File: config.mk
export PLATFORM = sky130hd
export DESIGN_NAME = hazard_stall_unit_flat
export DESIGN_NICKNAME = d
export VERILOG_FILES = /design/src/rtl/hazard_stall_unit_if.sv /design/src/rtl/hazard_stall_unit.sv /design/src/flat_wrapper.sv
export SDC_FILE = /design/constraint.sdc
export NUM_CORES = 1
export LEC_CHECK = 0
export ABC_AREA = 1
export CAP_MARGIN = 20
export CORE_MARGIN = 5
export CORE_UTILIZATION = 50
export CTS_BUF_LIST = sky130_fd_sc_hd__clkbuf_2 sky130_fd_sc_hd__clkbuf_4 sky130_fd_sc_hd__clkbuf_8
export CTS_CLUSTER_DIAMETER = 40
export DETAILED_ROUTE_END_ITERATION = 16
export PLACE_DENSITY_LB_ADDON = 0.15
export RECOVER_POWER = 100
export SLEW_MARGIN = 20
export SYNTH_ARGS = -nofsm -noshare
export SYNTH_HDL_FRONTEND = slang
export SYNTH_SLANG_ARGS = --single-unit
File: constraint.sdc
create_clock -name clk -period 2.1 [get_ports clk]
set_clock_uncertainty 0.1 [all_clocks]
set_input_delay 0.315 -clock clk [delete_from_list [all_inputs] [get_ports clk]]
set_output_delay 0.315 -clock clk [all_outputs]
set_load 0.02 [all_outputs]
File: src/rtl/hazard_stall_unit_if.sv
// rtl/hazard_stall_unit_if.sv - pipeline interlock control/status bundle
interface hazard_stall_unit_if #(
    parameter int CNT_W = 16
);
    // IF/ID view
    logic [4:0]       ID_Rs;
    logic [4:0]       ID_Rt;
    logic             ID_uses_rt;
    logic             ID_Branch;
    logic             ID_Jump;
    logic             branch_taken;
    logic             ID_md_use;
    // Downstream producers
    logic             ID_EX_MemRead;
    logic             ID_EX_RegWrite;
    logic [4:0]       ID_EX_Rt;
    logic [4:0]       ID_EX_Rd;
    logic             EX_MEM_MemRead;
    logic [4:0]       EX_MEM_Rd;
    logic             md_start;
    // Pipeline control and status
    logic             PCWrite;
    logic             IF_ID_Write;
    logic             ID_EX_Flush;
    logic             IF_ID_Flush;
    logic             md_busy;
    logic             md_error;
    logic [CNT_W-1:0] stall_cycles;

    modport master (
        output ID_Rs, ID_Rt, ID_uses_rt, ID_Branch, ID_Jump, branch_taken,
               ID_md_use, ID_EX_MemRead, ID_EX_RegWrite, ID_EX_Rt, ID_EX_Rd,
               EX_MEM_MemRead, EX_MEM_Rd, md_start,
        input  PCWrite, IF_ID_Write, ID_EX_Flush, IF_ID_Flush,
               md_busy, md_error, stall_cycles
    );

    modport slave (
        input  ID_Rs, ID_Rt, ID_uses_rt, ID_Branch, ID_Jump, branch_taken,
               ID_md_use, ID_EX_MemRead, ID_EX_RegWrite, ID_EX_Rt, ID_EX_Rd,
               EX_MEM_MemRead, EX_MEM_Rd, md_start,
        output PCWrite, IF_ID_Write, ID_EX_Flush, IF_ID_Flush,
               md_busy, md_error, stall_cycles
    );
endinterface

File: src/rtl/hazard_stall_unit.sv
// rtl/hazard_stall_unit.sv - load-use/branch/mult-div interlock with stall counter
module hazard_stall_unit #(
    parameter int MD_LATENCY = 32,
    parameter int CNT_W      = 16
) (
    input  logic              clk,
    input  logic              rst_n,
    hazard_stall_unit_if.slave bus
);
    typedef enum logic {
        S_IDLE = 1'b0,
        S_BUSY = 1'b1
    } md_state_t;

    localparam logic [5:0]       LP_CNT_INIT = 6'(MD_LATENCY - 1);
    localparam logic [CNT_W-1:0] LP_SAT      = '1;

    md_state_t        r_state;
    md_state_t        w_state_nxt;
    logic [5:0]       r_cnt;
    logic [5:0]       w_cnt_nxt;
    logic             r_md_error;
    logic             w_md_error_nxt;
    logic [CNT_W-1:0] r_stall_cycles;

    logic w_match_id_ex_rt;
    logic w_match_id_ex_rd;
    logic w_match_ex_mem_rd;
    logic w_load_use;
    logic w_br_alu;
    logic w_br_mem;
    logic w_md_haz;
    logic w_stall;
    logic w_md_busy;

    // $zero is hardwired, so a write to it can never be a true dependency.
    assign w_match_id_ex_rt  = (bus.ID_EX_Rt != 5'd0) &&
                               ((bus.ID_EX_Rt == bus.ID_Rs) ||
                                (bus.ID_uses_rt && (bus.ID_EX_Rt == bus.ID_Rt)));
    assign w_match_id_ex_rd  = (bus.ID_EX_Rd != 5'd0) &&
                               ((bus.ID_EX_Rd == bus.ID_Rs) ||
                                (bus.ID_uses_rt && (bus.ID_EX_Rd == bus.ID_Rt)));
    assign w_match_ex_mem_rd = (bus.EX_MEM_Rd != 5'd0) &&
                               ((bus.EX_MEM_Rd == bus.ID_Rs) ||
                                (bus.ID_uses_rt && (bus.EX_MEM_Rd == bus.ID_Rt)));

    assign w_md_busy  = (r_state == S_BUSY);
    assign w_load_use = bus.ID_EX_MemRead && w_match_id_ex_rt;
    assign w_br_alu   = bus.ID_Branch && bus.ID_EX_RegWrite && !bus.ID_EX_MemRead &&
                        w_match_id_ex_rd;
    assign w_br_mem   = bus.ID_Branch && bus.EX_MEM_MemRead && w_match_ex_mem_rd;
    assign w_md_haz   = bus.ID_md_use && w_md_busy;
    assign w_stall    = w_load_use | w_br_alu | w_br_mem | w_md_haz;

    // A stalled branch is re-evaluated next cycle, so its decision is dropped here.
    assign bus.PCWrite      = !w_stall;
    assign bus.IF_ID_Write  = !w_stall;
    assign bus.ID_EX_Flush  = w_stall;
    assign bus.IF_ID_Flush  = !w_stall && ((bus.ID_Branch && bus.branch_taken) || bus.ID_Jump);
    assign bus.md_busy      = w_md_busy;
    assign bus.md_error     = r_md_error;
    assign bus.stall_cycles = r_stall_cycles;

    always_ff @(posedge clk or negedge rst_n) begin
        if (!rst_n) begin
            r_state    <= S_IDLE;
            r_cnt      <= 6'd0;
            r_md_error <= 1'b0;
        end else begin
            r_state    <= w_state_nxt;
            r_cnt      <= w_cnt_nxt;
            r_md_error <= w_md_error_nxt;
        end
    end

    // A second start while busy is not restarted; the first operation keeps counting.
    always_comb begin
        w_state_nxt    = r_state;
        w_cnt_nxt      = r_cnt;
        w_md_error_nxt = r_md_error;
        case (r_state)
            S_IDLE: begin
                if (bus.md_start) begin
                    w_state_nxt = S_BUSY;
                    w_cnt_nxt   = LP_CNT_INIT;
                end
            end
            S_BUSY: begin
                if (bus.md_start) begin
                    w_md_error_nxt = 1'b1;
                end
                if (r_cnt != 6'd0) begin
                    w_cnt_nxt = r_cnt - 6'd1;
                end else begin
                    w_state_nxt = S_IDLE;
                end
            end
            default: begin
                w_state_nxt = S_IDLE;
                w_cnt_nxt   = 6'd0;
            end
        endcase
    end

    always_ff @(posedge clk or negedge rst_n) begin
        if (!rst_n) begin
            r_stall_cycles <= '0;
        end else if (w_stall && (r_stall_cycles != LP_SAT)) begin
            r_stall_cycles <= r_stall_cycles + CNT_W'(1);
        end
    end
endmodule

File: src/flat_wrapper.sv
// flat-port wrapper written by rule: the top's interface ports become plain ports
module hazard_stall_unit_flat 
#(
    parameter int MD_LATENCY = 32,
    parameter int CNT_W      = 16
)
  (clk, rst_n, bus_ID_Rs, bus_ID_Rt, bus_ID_uses_rt, bus_ID_Branch, bus_ID_Jump, bus_branch_taken, bus_ID_md_use, bus_ID_EX_MemRead, bus_ID_EX_RegWrite, bus_ID_EX_Rt, bus_ID_EX_Rd, bus_EX_MEM_MemRead, bus_EX_MEM_Rd, bus_md_start, bus_PCWrite, bus_IF_ID_Write, bus_ID_EX_Flush, bus_IF_ID_Flush, bus_md_busy, bus_md_error, bus_stall_cycles);
  hazard_stall_unit_if #(.CNT_W(CNT_W)) bus_i ();
  input  logic clk;
  input  logic rst_n;
  input wire logic [$bits(bus_i.ID_Rs)-1:0] bus_ID_Rs;
  input wire logic [$bits(bus_i.ID_Rt)-1:0] bus_ID_Rt;
  input wire logic [$bits(bus_i.ID_uses_rt)-1:0] bus_ID_uses_rt;
  input wire logic [$bits(bus_i.ID_Branch)-1:0] bus_ID_Branch;
  input wire logic [$bits(bus_i.ID_Jump)-1:0] bus_ID_Jump;
  input wire logic [$bits(bus_i.branch_taken)-1:0] bus_branch_taken;
  input wire logic [$bits(bus_i.ID_md_use)-1:0] bus_ID_md_use;
  input wire logic [$bits(bus_i.ID_EX_MemRead)-1:0] bus_ID_EX_MemRead;
  input wire logic [$bits(bus_i.ID_EX_RegWrite)-1:0] bus_ID_EX_RegWrite;
  input wire logic [$bits(bus_i.ID_EX_Rt)-1:0] bus_ID_EX_Rt;
  input wire logic [$bits(bus_i.ID_EX_Rd)-1:0] bus_ID_EX_Rd;
  input wire logic [$bits(bus_i.EX_MEM_MemRead)-1:0] bus_EX_MEM_MemRead;
  input wire logic [$bits(bus_i.EX_MEM_Rd)-1:0] bus_EX_MEM_Rd;
  input wire logic [$bits(bus_i.md_start)-1:0] bus_md_start;
  output wire logic [$bits(bus_i.PCWrite)-1:0] bus_PCWrite;
  output wire logic [$bits(bus_i.IF_ID_Write)-1:0] bus_IF_ID_Write;
  output wire logic [$bits(bus_i.ID_EX_Flush)-1:0] bus_ID_EX_Flush;
  output wire logic [$bits(bus_i.IF_ID_Flush)-1:0] bus_IF_ID_Flush;
  output wire logic [$bits(bus_i.md_busy)-1:0] bus_md_busy;
  output wire logic [$bits(bus_i.md_error)-1:0] bus_md_error;
  output wire logic [$bits(bus_i.stall_cycles)-1:0] bus_stall_cycles;
  assign bus_i.ID_Rs = bus_ID_Rs;
  assign bus_i.ID_Rt = bus_ID_Rt;
  assign bus_i.ID_uses_rt = bus_ID_uses_rt;
  assign bus_i.ID_Branch = bus_ID_Branch;
  assign bus_i.ID_Jump = bus_ID_Jump;
  assign bus_i.branch_taken = bus_branch_taken;
  assign bus_i.ID_md_use = bus_ID_md_use;
  assign bus_i.ID_EX_MemRead = bus_ID_EX_MemRead;
  assign bus_i.ID_EX_RegWrite = bus_ID_EX_RegWrite;
  assign bus_i.ID_EX_Rt = bus_ID_EX_Rt;
  assign bus_i.ID_EX_Rd = bus_ID_EX_Rd;
  assign bus_i.EX_MEM_MemRead = bus_EX_MEM_MemRead;
  assign bus_i.EX_MEM_Rd = bus_EX_MEM_Rd;
  assign bus_i.md_start = bus_md_start;
  assign bus_PCWrite = bus_i.PCWrite;
  assign bus_IF_ID_Write = bus_i.IF_ID_Write;
  assign bus_ID_EX_Flush = bus_i.ID_EX_Flush;
  assign bus_IF_ID_Flush = bus_i.IF_ID_Flush;
  assign bus_md_busy = bus_i.md_busy;
  assign bus_md_error = bus_i.md_error;
  assign bus_stall_cycles = bus_i.stall_cycles;
  hazard_stall_unit #(.MD_LATENCY(MD_LATENCY), .CNT_W(CNT_W)) u_core (.clk(clk), .rst_n(rst_n), .bus(bus_i));
endmodule
==> results by group <==
Run
  – Number of max-cap violations: 0

Global route
  – Initial antenna violation count: 0
  – Vias in the first global route: 2123
  – Met3 usage: 3.28%
  – GR Util All Layers: 20.6%
  – Grt ovf: 0
  – Gr busiest metal: met2
  – Largest net degree at the start of global routing: 25
  – Met2 Usage GRT: 33.6%
  – First-pass GRT wire length: 9.03 mm
  – Met1 Use GR: 27.7%

Power
  – Sw frac: 41.1%
  – P_int: 1.14 mW
  – NetSw: 0.793 mW
  – Combinational power share: 48.8%
  – Clock power share: 16.1%
  – Leak: 1.50 nW
  – Pwr/cell area: 714 nW/µm²
  – Seq pwr share: 35.1%
  – Maximum VDD drop: 0.720 mV

Hold path
  – Hold Crit Endpoint: u_core.bus.md_error
  – Worst hold path class: reg -> reg
  – Hold Path Depth: 1
  – Hold Crit Start: u_core.bus.md_error

CTS
  – CTS Buf Count: 3
  – Clock Path Buffers: 2
  – CTS H-tree lvls: 1
  – Clock insertion delay at the later pin of the skew report: 0.27 ns
  – CTS tree: built
  – Clock transition at path regs: 0.08 ns
  – Clock Root Buffer: clkbuf_8
  – Clock sink count: 24

Synthesis
  – Synthesized area: 2040 µm²
  – Average size of a mapped cell: 6.27 µm²
  – Post-Synthesis Net Count: 363
  – Register area share after synthesis: 29.5%
  – Yosys warns: 0
  – FF+latch count, synth: 24
  – Mapped Cells: 325
  – Library cells used by synthesis: 31

Timing
  – RSZ-0062 raised after global routing: false
  – TNS Setup: 0 ns
  – Hold Vio Cnt, Final: 0
  – Max_slew headroom: 15.3%
  – Crit share post-route: 93.4%
  – Hold slack final: 0.368 ns
  – Final setup viols: 0
  – Fmax: 510 MHz
  – Worst-Margin Slew: 1.27 ns
  – Min cycle time layout: 1.96 ns
  – Fin. max-slew vios: 0
  – Final worst setup slack: 0.139 ns

Finish
  – N_diodes: 0
  – Most frequent cells in the layout: nand2_1 (128), inv_1 (40), nand3_1 (31), nor2_1 (30), dlygate4sd2_1 (25)
  – Layout cells sized above 1: 9.77%
  – Area delta synth->final: 32.7%
  – Nets: 428
  – Final Instance Area: 2700 µm²
  – Commonest non-fill, non-tap cell in the layout: nand2_1

Critical path
  – R2R depth: 10
  – Startpoint Class: primary input
  – Reg-to-reg critical path endpoint: u_core.bus.stall_cycles[15]
  – Setup CP Type: in -> out
  – Critical R2R Launch: u_core.bus.stall_cycles[1]
  – Worst path arrival time: 1.55 ns
  – Crit path required time: 1.68 ns
  – R2R setup slack: 0.18 ns
  – Crit Path Max Fanout: 4
  – Crit end category: primary output

Floorplan
  – Std-Cell Rows: 23
  – Die ar.: 5450 µm²
  – Initial cell density of the core: 51.3%
  – Die H: 73.8 µm
  – DIE WIDTH: 73.8 µm
  – Core Area: 3970 µm²
  – Count of boundary I/O pins: 58

Place
  – Dpl ws: -0.584 ns
  – RD Place Congestion: 0.947
  – Number of port buffers: 57
  – Final HPWL DP: 4.20 mm
  – Post-Place Cell Area: 2690 µm²

Route
  – Drt pass-1 iters: 4
  – Via count: 2156
  – WL/cell: 11.9 µm
  – Vias per Instance: 4.91
  – Routed WL: 5.20 mm
  – Initial drt markers: 127
  – Number of remaining DRC errors: 0
  – Routed Antenna Nets: 0

Outcome
  – Status: finished clean
[flip-flops by register name (all words and copies together), names as in the netlist]
register and count:
u_core.bus.md_error 1, u_core.r_cnt 6, u_core.bus.stall_cycles 16, u_core.bus.md_busy 1
[repair_timing]
item / CTS / global route
endpoints found under the hold margin: 0 / 0
hold buffers: 0 / 0
setup endpoints to repair: 4 / 4
pin swaps: 2 / 0
buffers inserted: 0 / 0
gates resized for setup: 45 / 1
[worst max-delay path: stages]
cell and delay, ns:
dlygate4sd2_1 0.28, inv_1 0.07, nand2_1 0.06, nand2_1 0.04
nor2_1 0.14, nand3_1 0.09, nand2_1 0.06, nand2_1 0.07
nand2_4 0.06, inv_2 0.04, nand2_4 0.08, buf_4 0.10
buf_4 0.12
[through the flow]
step                      power [mW]  std cells  utilization [%]
after floorplan                 1.27        325                -
final                           1.93        439             68.1
after CTS                       1.96        439             68.5
after global routing            2.10        439             68.1
after detailed placement        1.67        435             67.8
after global placement          1.64        435             67.8
[power groups by stage]
stage	logic, mW	clock network [mW]	registers, mW
floorplan	0.528	0	0.740
global placement	0.957	0	0.683
detailed placement	0.981	0	0.686
CTS	0.965	0.318	0.680
global route	1.05	0.349	0.697
finish	0.942	0.310	0.677
[final cells by class]
type / count / area [µm²]
fill: 366 / 1270
sequential: 24 / 601
timing repair buffer: 64 / 592
clock buffer: 4 / 55.1
multi-input combinational: 247 / 1200
inverter: 50 / 188
tap: 50 / 62.6
[logic make-up after synthesis]
group                      share of synthesized area (%)
xor gates and xnor gates                            6.45
DFF                                                 29.5
adders and majority gates                           1.23
buffers and inverters                               11.1
and+or+nand+nor                                     46.5
AOI/OAI and AO/OA                                   5.22
[how the worst max path moves through the flow]
stage                     start               to  slack (ns)  cells past startpoint
2_1_floorplan   bus_ID_EX_Rt[3]      bus_PCWrite        0.28                     11
3_3_place_gp   bus_EX_MEM_Rd[1]  bus_IF_ID_Flush       -0.60                     11
3_5_place_dp   bus_EX_MEM_Rd[1]  bus_IF_ID_Flush       -0.58                     11
4_1_cts          bus_ID_uses_rt  bus_ID_EX_Flush        0.05                     11
5_1_grt         bus_ID_EX_Rd[1]  bus_ID_EX_Flush        0.01                     13
6_report           bus_ID_Rs[2]  bus_ID_EX_Flush        0.14                     13
[Yosys cell counts]
cell	n	area, µm²
a21o_1	1	7.51
a21oi_1	3	15.0
a22oi_1	1	7.51
buf_2	1	5.00
buf_4	1	7.51
buf_6	1	11.3
buf_8	1	15.0
dfrtp_1	24	601
ha_1	2	25.0
inv_1	42	158
inv_2	8	30.0
nand2_1	127	477
nand2_2	1	6.26
nand2_4	5	56.3
nand3_1	31	155
nand3_2	2	20.0
nand3b_1	1	7.51
nand4_1	6	37.5
nor2_1	31	116
nor2_4	3	33.8
nor3_1	3	15.0
nor3_2	1	10.0
nor4_1	1	6.26
o211ai_1	1	7.51
o21ai_0	8	40.0
o21ai_1	1	5.00
o21ai_4	1	16.3
o21bai_1	1	7.51
or2_2	1	6.26
xnor2_1	7	61.3
xor2_1	8	70.1
[layer usage]
layer / vias to the layer above / part of all wire (%)
li1: 1132 / -
met1: 951 / 46
met2: 63 / 46
met3: 10 / 6.3
met4: 0 / 1.5
met5: - / 0
(Power assumes the default switching activity.)
